**config.mk**
```make
export PLATFORM = sky130hd
export DESIGN_NAME = bus_fabric
export DESIGN_NICKNAME = d
export VERILOG_FILES = /design/src/rtl/bus_fabric_pkg.sv /design/src/rtl/bus_fabric_region_match.sv /design/src/rtl/bus_fabric.sv
export SDC_FILE = /design/constraint.sdc
export NUM_CORES = 1
export LEC_CHECK = 0
export CAP_MARGIN = 20
export CORE_UTILIZATION = 28
export DETAILED_ROUTE_END_ITERATION = 8
export PLACE_DENSITY_LB_ADDON = 0.1
export SLEW_MARGIN = 10
export SYNTH_ARGS = -nofsm -noshare
export SYNTH_HDL_FRONTEND = slang
export SYNTH_SLANG_ARGS = --single-unit
```
**constraint.sdc**
```tcl
create_clock -name clock -period 2.2 [get_ports clock]
set_input_delay 0.55 -clock clock [delete_from_list [all_inputs] [get_ports clock]]
set_output_delay 0.55 -clock clock [all_outputs]
set_load 0.05 [all_outputs]
```
**src/rtl/bus_fabric_pkg.sv**
```systemverilog
// Shared definitions for the maxicore32 bus fabric: FSM states, tag field
// position, default region tables and the saturating counter helper.
package bus_fabric_pkg;

  typedef enum logic [1:0] {
    ST_IDLE   = 2'd0,
    ST_ACCESS = 2'd1,
    ST_ERROR  = 2'd2
  } bus_state_t;

  // Tag field expressed in byte-address bits; the master drives a word address.
  localparam int TAG_HI     = 31;
  localparam int TAG_LO     = 24;
  localparam int WORD_SHIFT = 2;
  localparam int CNT_W      = 8;

  localparam logic [31:0] DEFAULT_TAGS    = 32'hfffe_0100;
  localparam logic [15:0] DEFAULT_WAITS   = 16'h0000;
  localparam logic [7:0]  DEFAULT_TIMEOUT = 8'd255;

  function automatic logic [CNT_W-1:0] sat_inc(input logic [CNT_W-1:0] value);
    return (value == {CNT_W{1'b1}}) ? value : value + 1'b1;
  endfunction

endpackage

```
**src/rtl/bus_fabric_region_match.sv**
```systemverilog
// Combinational priority match of an address tag against the region tag table;
// the lowest matching region index wins.
module bus_fabric_region_match
  import bus_fabric_pkg::*;
#(
  parameter int                       NUM_REGIONS = 4,
  parameter logic [8*NUM_REGIONS-1:0] REGION_TAGS = DEFAULT_TAGS,
  parameter int                       IDX_W       = 2
) (
  input  logic [7:0]       tag,
  output logic             hit,
  output logic [IDX_W-1:0] index
);

  // Scan from the top so the lowest matching index is the last one written.
  always_comb begin
    hit   = 1'b0;
    index = '0;
    for (int i = NUM_REGIONS - 1; i >= 0; i--) begin
      if (REGION_TAGS[8*i +: 8] == tag) begin
        hit   = 1'b1;
        index = i[IDX_W-1:0];
      end
    end
  end

endmodule

```
**src/rtl/bus_fabric.sv**
```systemverilog
// Address decoder and bus-cycle sequencer between the maxicore32 master and its
// slave regions: chip selects, wait states / ack handshake, read mux, bus errors.
module bus_fabric
  import bus_fabric_pkg::*;
#(
  parameter int                       NUM_REGIONS  = 4,
  parameter logic [8*NUM_REGIONS-1:0] REGION_TAGS  = DEFAULT_TAGS,
  parameter logic [4*NUM_REGIONS-1:0] REGION_WAITS = DEFAULT_WAITS,
  parameter logic [NUM_REGIONS-1:0]   REGION_ACK   = '0,
  parameter logic [7:0]               TIMEOUT      = DEFAULT_TIMEOUT
) (
  input  logic                      clock,
  input  logic                      reset,
  input  logic [29:0]               address,
  input  logic                      read,
  input  logic                      write,
  output logic [31:0]               data_in,
  output logic [NUM_REGIONS-1:0]    cs,
  input  logic [32*NUM_REGIONS-1:0] slave_data,
  input  logic [NUM_REGIONS-1:0]    slave_ack,
  output logic                      ready,
  output logic                      bus_error
);

  localparam int IDX_W = (NUM_REGIONS > 1) ? $clog2(NUM_REGIONS) : 1;
  localparam logic [NUM_REGIONS-1:0] CS_BASE = NUM_REGIONS'(1);

  bus_state_t       state_q, state_d;
  logic [IDX_W-1:0] region_q;
  logic [CNT_W-1:0] count_q;
  logic [NUM_REGIONS-1:0] cs_q;
  logic             start_access;
  logic             request;
  logic [7:0]       tag;
  logic             match_hit;
  logic [IDX_W-1:0] match_index;
  logic             unused_addr;

  logic [3:0]  wait_tbl    [NUM_REGIONS];
  logic [31:0] slave_words [NUM_REGIONS];

  for (genvar g = 0; g < NUM_REGIONS; g++) begin : g_unpack
    assign wait_tbl[g]    = REGION_WAITS[4*g +: 4];
    assign slave_words[g] = slave_data[32*g +: 32];
  end

  assign tag         = address[TAG_HI-WORD_SHIFT : TAG_LO-WORD_SHIFT];
  assign unused_addr = ^address[TAG_LO-WORD_SHIFT-1:0];
  assign request     = read | write;

  bus_fabric_region_match #(
    .NUM_REGIONS (NUM_REGIONS),
    .REGION_TAGS (REGION_TAGS),
    .IDX_W       (IDX_W)
  ) u_match (
    .tag   (tag),
    .hit   (match_hit),
    .index (match_index)
  );

  // Next-state and ready decode; dropping both strobes mid-cycle is a silent abort.
  always_comb begin
    state_d      = state_q;
    ready        = 1'b0;
    start_access = 1'b0;
    case (state_q)
      ST_IDLE: begin
        if (read && write) begin
          state_d = ST_ERROR;
        end else if (request) begin
          if (match_hit) begin
            state_d      = ST_ACCESS;
            start_access = 1'b1;
          end else begin
            state_d = ST_ERROR;
          end
        end
      end
      ST_ACCESS: begin
        if (!request) begin
          state_d = ST_IDLE;
        end else if (REGION_ACK[region_q]) begin
          if (slave_ack[region_q]) begin
            ready   = 1'b1;
            state_d = ST_IDLE;
          end else if (count_q == TIMEOUT) begin
            state_d = ST_ERROR;
          end
        end else if (count_q == {4'h0, wait_tbl[region_q]}) begin
          ready   = 1'b1;
          state_d = ST_IDLE;
        end
      end
      ST_ERROR: state_d = ST_IDLE;
      default:  state_d = ST_IDLE;
    endcase
  end

  // Chip select is registered so it stays glitch-free for the whole access.
  always_ff @(posedge clock or posedge reset) begin
    if (reset) begin
      state_q  <= ST_IDLE;
      region_q <= '0;
      count_q  <= '0;
      cs_q     <= '0;
    end else begin
      state_q <= state_d;
      if (start_access) begin
        region_q <= match_index;
        count_q  <= '0;
      end else if (state_q == ST_ACCESS) begin
        count_q <= sat_inc(count_q);
      end
      if (state_d != ST_ACCESS) begin
        cs_q <= '0;
      end else if (start_access) begin
        cs_q <= CS_BASE << match_index;
      end
    end
  end

  assign cs        = cs_q;
  assign bus_error = (state_q == ST_ERROR);
  assign data_in   = (state_q == ST_ACCESS) ? slave_words[region_q] : 32'h0;

endmodule

```
==> results.json <==
{
  "track_usage_pct": 23.11,
  "slew_headroom_pct": 59.43,
  "syn_inst": 160,
  "cts_tree": "built",
  "worstSetupEndpointType": "output pin",
  "status": "finished, violations left",
  "post_drt_wl_per_cell_um": 18.61,
  "place_congestion": 0.7861,
  "die_h_um": 83.08,
  "criticalPathCategory": "reg -> out",
  "hold_path_class": "reg -> reg",
  "setup-tns-final_ns": -2.506,
  "leakagePower_uw": 0.001765,
  "synth_nets": 328,
  "ys_types": 37,
  "ys_async_sr_fraction_pct": 100.0,
  "slew_violations": 0,
  "rsz0062_at_grt": "yes",
  "wirelength_um": 7891,
  "holdWs_ns": 0.5007,
  "skew_ns": 0.006445,
  "grt_overflow": 0,
  "p_per_area_nw_per_um2": 372.9,
  "clk_pin_slew_ns": 0.06,
  "cp-start-kind": "flop",
  "core-area_um2": 6350,
  "worstPathMaxFanout": 2,
  "yosysWarnings": 0,
  "max_freq_ghz": 0.4022,
  "initial_core_util_pct": 28.99,
  "route.vias.total": 2135,
  "numCtsBuffers": 3,
  "dr.pass1.iters": 4,
  "nFillCells": 482,
  "regArea_um2": 401.6,
  "grt_max_degree": 36,
  "avgSynthCellArea_um2": 11.50,
  "multiInputGateArea_um2": 1469,
  "power_uw": 1625,
  "synth_top_flop_cell": "dfrtp_1",
  "syn2layout_area_growth_pct": 136.7,
  "place_ws_ns": -0.1342,
  "synth_top_cell_by_area": "mux4_2",
  "final_cells": 424,
  "violations": "setup timing",
  "ant_nets": 0,
  "nNetsFinal": 515,
  "dp_hpwl_um": 6284,
  "fp-row-count": 29,
  "grt_pass1_wl_um": 12460,
  "hold_buffers": 0,
  "synth_edf_count": 0,
  "grt_pass1_vias": 2215,
  "drv_cap": 0,
  "htree_levels": 1,
  "first_iter_violations": 69,
  "hold_violations": 0,
  "worstMarginPinSlew_ns": 0.6080,
  "critPathArrivalTime_ns": 1.94,
  "via_per_inst": 5.035,
  "fp.dieW_um": 83.08,
  "syn-cell-area_um2": 1841,
  "synthTopCellsByCount": "and2_1, mux4_2, dfrtp_1, nor2_1, nand2_1",
  "fin_crit_ns": 2.486,
  "ys_seq_elements": 16,
  "design.die.area_um2": 6901,
  "dp.cells": 413,
  "synth_area_leaders": "mux4_2, dfrtp_1, and2_1",
  "cts.sinks": 16,
  "required_ns": 1.65,
  "root_buffer": "clkbuf_8",
  "clk_path_buf_depth": 2,
  "yosysSeqAreaShare_pct": 21.75,
  "antenna_found_initial": 0,
  "drc": 0,
  "final_layout_size_suffix_gt1_share_pct": 37.28,
  "insertion_delay_ns": 0.25,
  "finalCritPeriodShare_pct": 113.0,
  "io_pins": 204,
  "vdd.ir_drop.worst_uv": 552.5,
  "fin_ws_ns": -0.2863,
  "setup_viol": 33,
  "io_buffer_count": 177,
  "synth_top_area_share_pct": 39.16
}
-- state kept, by name, summed over array words and instances, names as in the netlist --
register / count
state_q: 2
region_q: 2
cs: 4
count_q: 8
-- cell type report --
class / count / area share, %
repair buffers: 193 / 53.19
multi-input cells: 129 / 33.72
flip-flops and latches: 16 / 9.219
well taps: 77 / 2.211
clock buffers: 4 / 1.264
inverters: 4 / 0.3446
diodes: 1 / 0.05744
-- critical path, cell delays in order (launching register included) --
cell and delay [ns]:
dfrtp_1 0.39, inv_2 0.07, ha_1 0.15, or4b_4 0.47
nor4_4 0.16, nor3b_4 0.27, buf_12 0.17
-- final timing paths --
path / startpoint / end / slack (ns) / depth (start not counted)
setup reg to reg: count_q[0] / state_q[0] / 0.38 / 7
min in group asynchronous: reset / count_q[3] / 0.67 / 2
hold / removal: cs[0] / cs[0] / 0.50 / 1
hold reg to reg: cs[0] / cs[0] / 0.50 / 1
max in group asynchronous: reset / region_q[0] / 1.10 / 2
setup / recovery: count_q[0] / ready / -0.29 / 6
-- timing repair --
| action | in CTS | in global routing |
|---|---|---|
| gates resized for setup | 80 | 6 |
| endpoints found under the setup margin | 33 | 33 |
| cloned | 4 | 0 |
| pin swaps | 11 | 0 |
| setup buffers | 5 | 0 |
-- per-stage QoR --
| step | util, % | area, um2 |
|---|---|---|
| 3_5_place_dp | 64.99 | 4126 |
| 5_1_grt | 68.57 | 4354 |
| 4_1_cts | 69.34 | 4403 |
| 2_1_floorplan | - | 1852 |
| 6_report | 68.61 | 4357 |
| 3_3_place_gp | 64.99 | 4126 |
-- layout by cell type, fill, tap and decap left out, drive strengths merged, types with 2 or more instances in the layout --
master / count
clkdlybuf4s50: 98
nand3: 3
and2: 32
dlygate4sd2: 41
nor2: 11
nor2b: 2
nand4: 2
or2: 2
clkbuf: 4
nor4: 3
dlymetal6s2s: 4
nor3: 6
mux2i: 5
a22o: 2
nand2: 7
a21oi: 2
inv: 4
mux4: 32
nand2b: 2
dfrtp: 16
xnor2: 2
o2bb2ai: 2
a211oi: 2
buf: 50
ha: 2
-- kinds of logic (layout without fill, tap and decap cells) --
family / after synthesis / in the layout / synth area share [%]
adders and majority gates: 2 / 2 / 1.359
AOI/OAI and AO/OA: 12 / 12 / 5.439
and+or+nand+nor: 75 / 75 / 24.47
xor gates and xnor gates: 2 / 2 / 0.9519
muxes: 38 / 38 / 42.49
other: 0 / 1 / 0
DFF: 16 / 16 / 21.75
buffers and inverters: 15 / 201 / 3.535
-- metal layers --
layer	routed length, um	up-vias	GRT usage [%]	share of wire, %
li1	-	999	-	-
met1	3124	1038	29.46	40
met2	4125	88	41.13	52
met3	522	10	3.877	6.6
met4	118	0	4.702	1.5
met5	0	-	0	0
-- power by group --
part           leakage [uW]  switching [uW]  internal (uW)  total [uW]
logic               0.00155             357            580         938
clock network     0.0000288            98.0            159         257
registers          0.000189            73.0            357         430
Power figures use the tool's default switching activity.
==> variant, RTL diff (same settings) <==
Re-encode `bus_state_t` (3 states) as one-hot, 3 bits wide.
--- a/src/rtl/bus_fabric_pkg.sv
+++ b/src/rtl/bus_fabric_pkg.sv
@@ -2,10 +2,10 @@
 // position, default region tables and the saturating counter helper.
 package bus_fabric_pkg;
 
-  typedef enum logic [1:0] {
-    ST_IDLE   = 2'd0,
-    ST_ACCESS = 2'd1,
-    ST_ERROR  = 2'd2
+  typedef enum logic [2:0] {
+    ST_IDLE   = 3'b001,
+    ST_ACCESS = 3'b010,
+    ST_ERROR  = 3'b100
   } bus_state_t;
 
   // Tag field expressed in byte-address bits; the master drives a word address.
Formal check against the unedited RTL: no difference found for any inputs over 10 cycles, from zero or initial values and one cycle with reset high; not proved beyond that.
==> variant against the unedited design <==
The flow finishes with violations (design-rule violations, negative setup slack); routed wire length shrank 5.3%; total power decreased by 4.0%; first-iteration DRC count decreased by 2.9%; count of clock-buffer cells in the layout is the same; combinational power shrank 12%; largest cell class unchanged; synthesized area increased by 2.0%; final cell count increased by 0.24%; sequential cell count increased by 1; global-route usage shrank 2.1 points; cell area is 3.9% lower; setup slack gained 0.24 ns; register-to-register slack better by 0.10 ns.
==> variant: results (changes against the unedited design) <==
Synth
  – Post-synthesis sequential area ratio: 22.7% (+0.98 points)
  – Top post-synthesis cells by count: 32 x and2_1, 32 x mux4_2, 16 x dfrtp_1
  – Synth Area in XOR/XNOR: 1.87% (+0.91 points)
  – Synth top area cells: mux4_2 38%, dfrtp_1 21%, and2_1 11%
  – Multiplexer share of the synthesized area: 40.1% (-2.4 points)
  – Compound-Gate Fraction of Synth Area: 6.07% (+0.63 points)
  – Mapped Nets: 336 (+2.4%)
  – Area share of fa/ha/maj cells after synthesis: 1.33% (-0.026 points)

Power
  – Combinational share of power: 53.3% (-4.4 points)
  – Worst VDD drop: 0.377 mV (-32%)
  – Clk power: 0.235 mW (-8.6%)
  – P_leak: 1.87 nW (+5.8%)
  – Pint: 1.01 mW (-8.3%)

Setup path
  – Crit path capture: data_in[23]
  – R2r endpoint: count_q[2]
  – Reg2reg start: count_q[1]
  – R2r worst-path depth: 6 (-1)
  – Worst setup startpoint: region_q[0]
  – Worst-path fanout max: 16 (+14)
  – Critical path arrival: 1.70 ns (-0.24 ns)
  – Setup slack, reg-to-reg: 0.48 ns (+0.10 ns)

Status
  – Failing checks: design-rule violations, negative setup slack
  – Status: finished with violations

Clock network
  – Post-CTS setup buffer count: 0 (-5)
  – PostCTS Resize Cnt: 166 (+110%)

STA
  – Worst-Margin Slew: 0.623 ns (+0.0154 ns)
  – Final setup violation count: 29 (-12%)
  – Post-route setup slack: -0.0509 ns (+0.235 ns)
  – Fin Clk Skew: 0.00592 ns (-0.000522 ns)

Placed design
  – Post-place instance area: 0.00416 sq mm (+0.88%)
  – Gpl congestion: 0.839 (+6.7%)
  – DP HPWL: 6240 microns (-0.74%)
  – Pre-CTS setup slack: -0.133 ns (+0.00100 ns)

Detailed routing
  – Drt drc: 30 (+30)
  – Routed WL: 7480 microns (-5.3%)
  – Vias/cell: 5.12 (+1.7%)
  – First-pass iteration count of the detailed router: 6 (+2)

Global route
  – Largest net degree at the start of global routing: 33 (-8.3%)
  – First-pass GRT wire length: 11,500 microns (-7.6%)
  – Vias in the first global route: 2,131 (-3.8%)

Cells and area
  – Fill count: 585 (+21%)
variant: changes by cell type after synthesis, moves of 3 or more:
cell	change
nor2_1	-5
nand4_1	+5
inv_1	+4
mux2i_1	-3
a21oi_1	+5
variant: critical path: stages (launching register included):
cell,delay [ns]
dfrtp_2,0.41
buf_12,0.18
mux4_2,0.52
and2_4,0.19
buf_12,0.14
variant: final cells by class:
cell class / instances / share of cell area [%]
flip-flops and latches: 17 / 10.2
repair buffers: 190 / 50.1
well taps: 77 / 2.30
clock buffers: 4 / 1.08
multi-input cells: 129 / 35.5
inverters: 8 / 0.717
variant: cell families (layout without fill, tap and decap cells):
logic type | after synthesis | after routing
compound gates | 17 | 17
xor+xnor | 4 | 4
buf+inv | 22 | 202
simple gates | 71 | 71
fa+ha+maj | 2 | 2
flops | 17 | 17
mux | 35 | 35
variant: metal layers:
metal  GRT usage, %  routed length, microns  vias to the layer above
met5              0                       0                        -
met4           3.92                      65                        0
met3           3.17                     550                        7
met2           38.5                    3980                       91
met1           26.2                    2880                     1067
li1               -                       -                     1012
variant: how the worst min path moves through the flow:
stage / start / end
finish: cs[0] / cs[0]
global route: cs[0] / cs[0]
CTS: cs[1] / cs[1]
detailed placement: cs[1] / cs[1]
global placement: cs[0] / cs[0]
floorplan: reset / count_q[0]
variant: through the flow:
stage | utilization [%] | hold slack, ns | power (mW) | cells | setup TNS (ns)
after detailed placement | 64.8 | 0.474 | 1.35 | 418 | -3.39
after global placement | 64.8 | 0.483 | 1.33 | 418 | -2.91
final | 65.2 | 0.501 | 1.56 | 425 | -0.482
after floorplan | - | 0.475 | 0.919 | 168 | 0
after global routing | 65.2 | 0.510 | 1.66 | 425 | -2.53
after CTS | 64.8 | 0.503 | 1.54 | 422 | -1.10
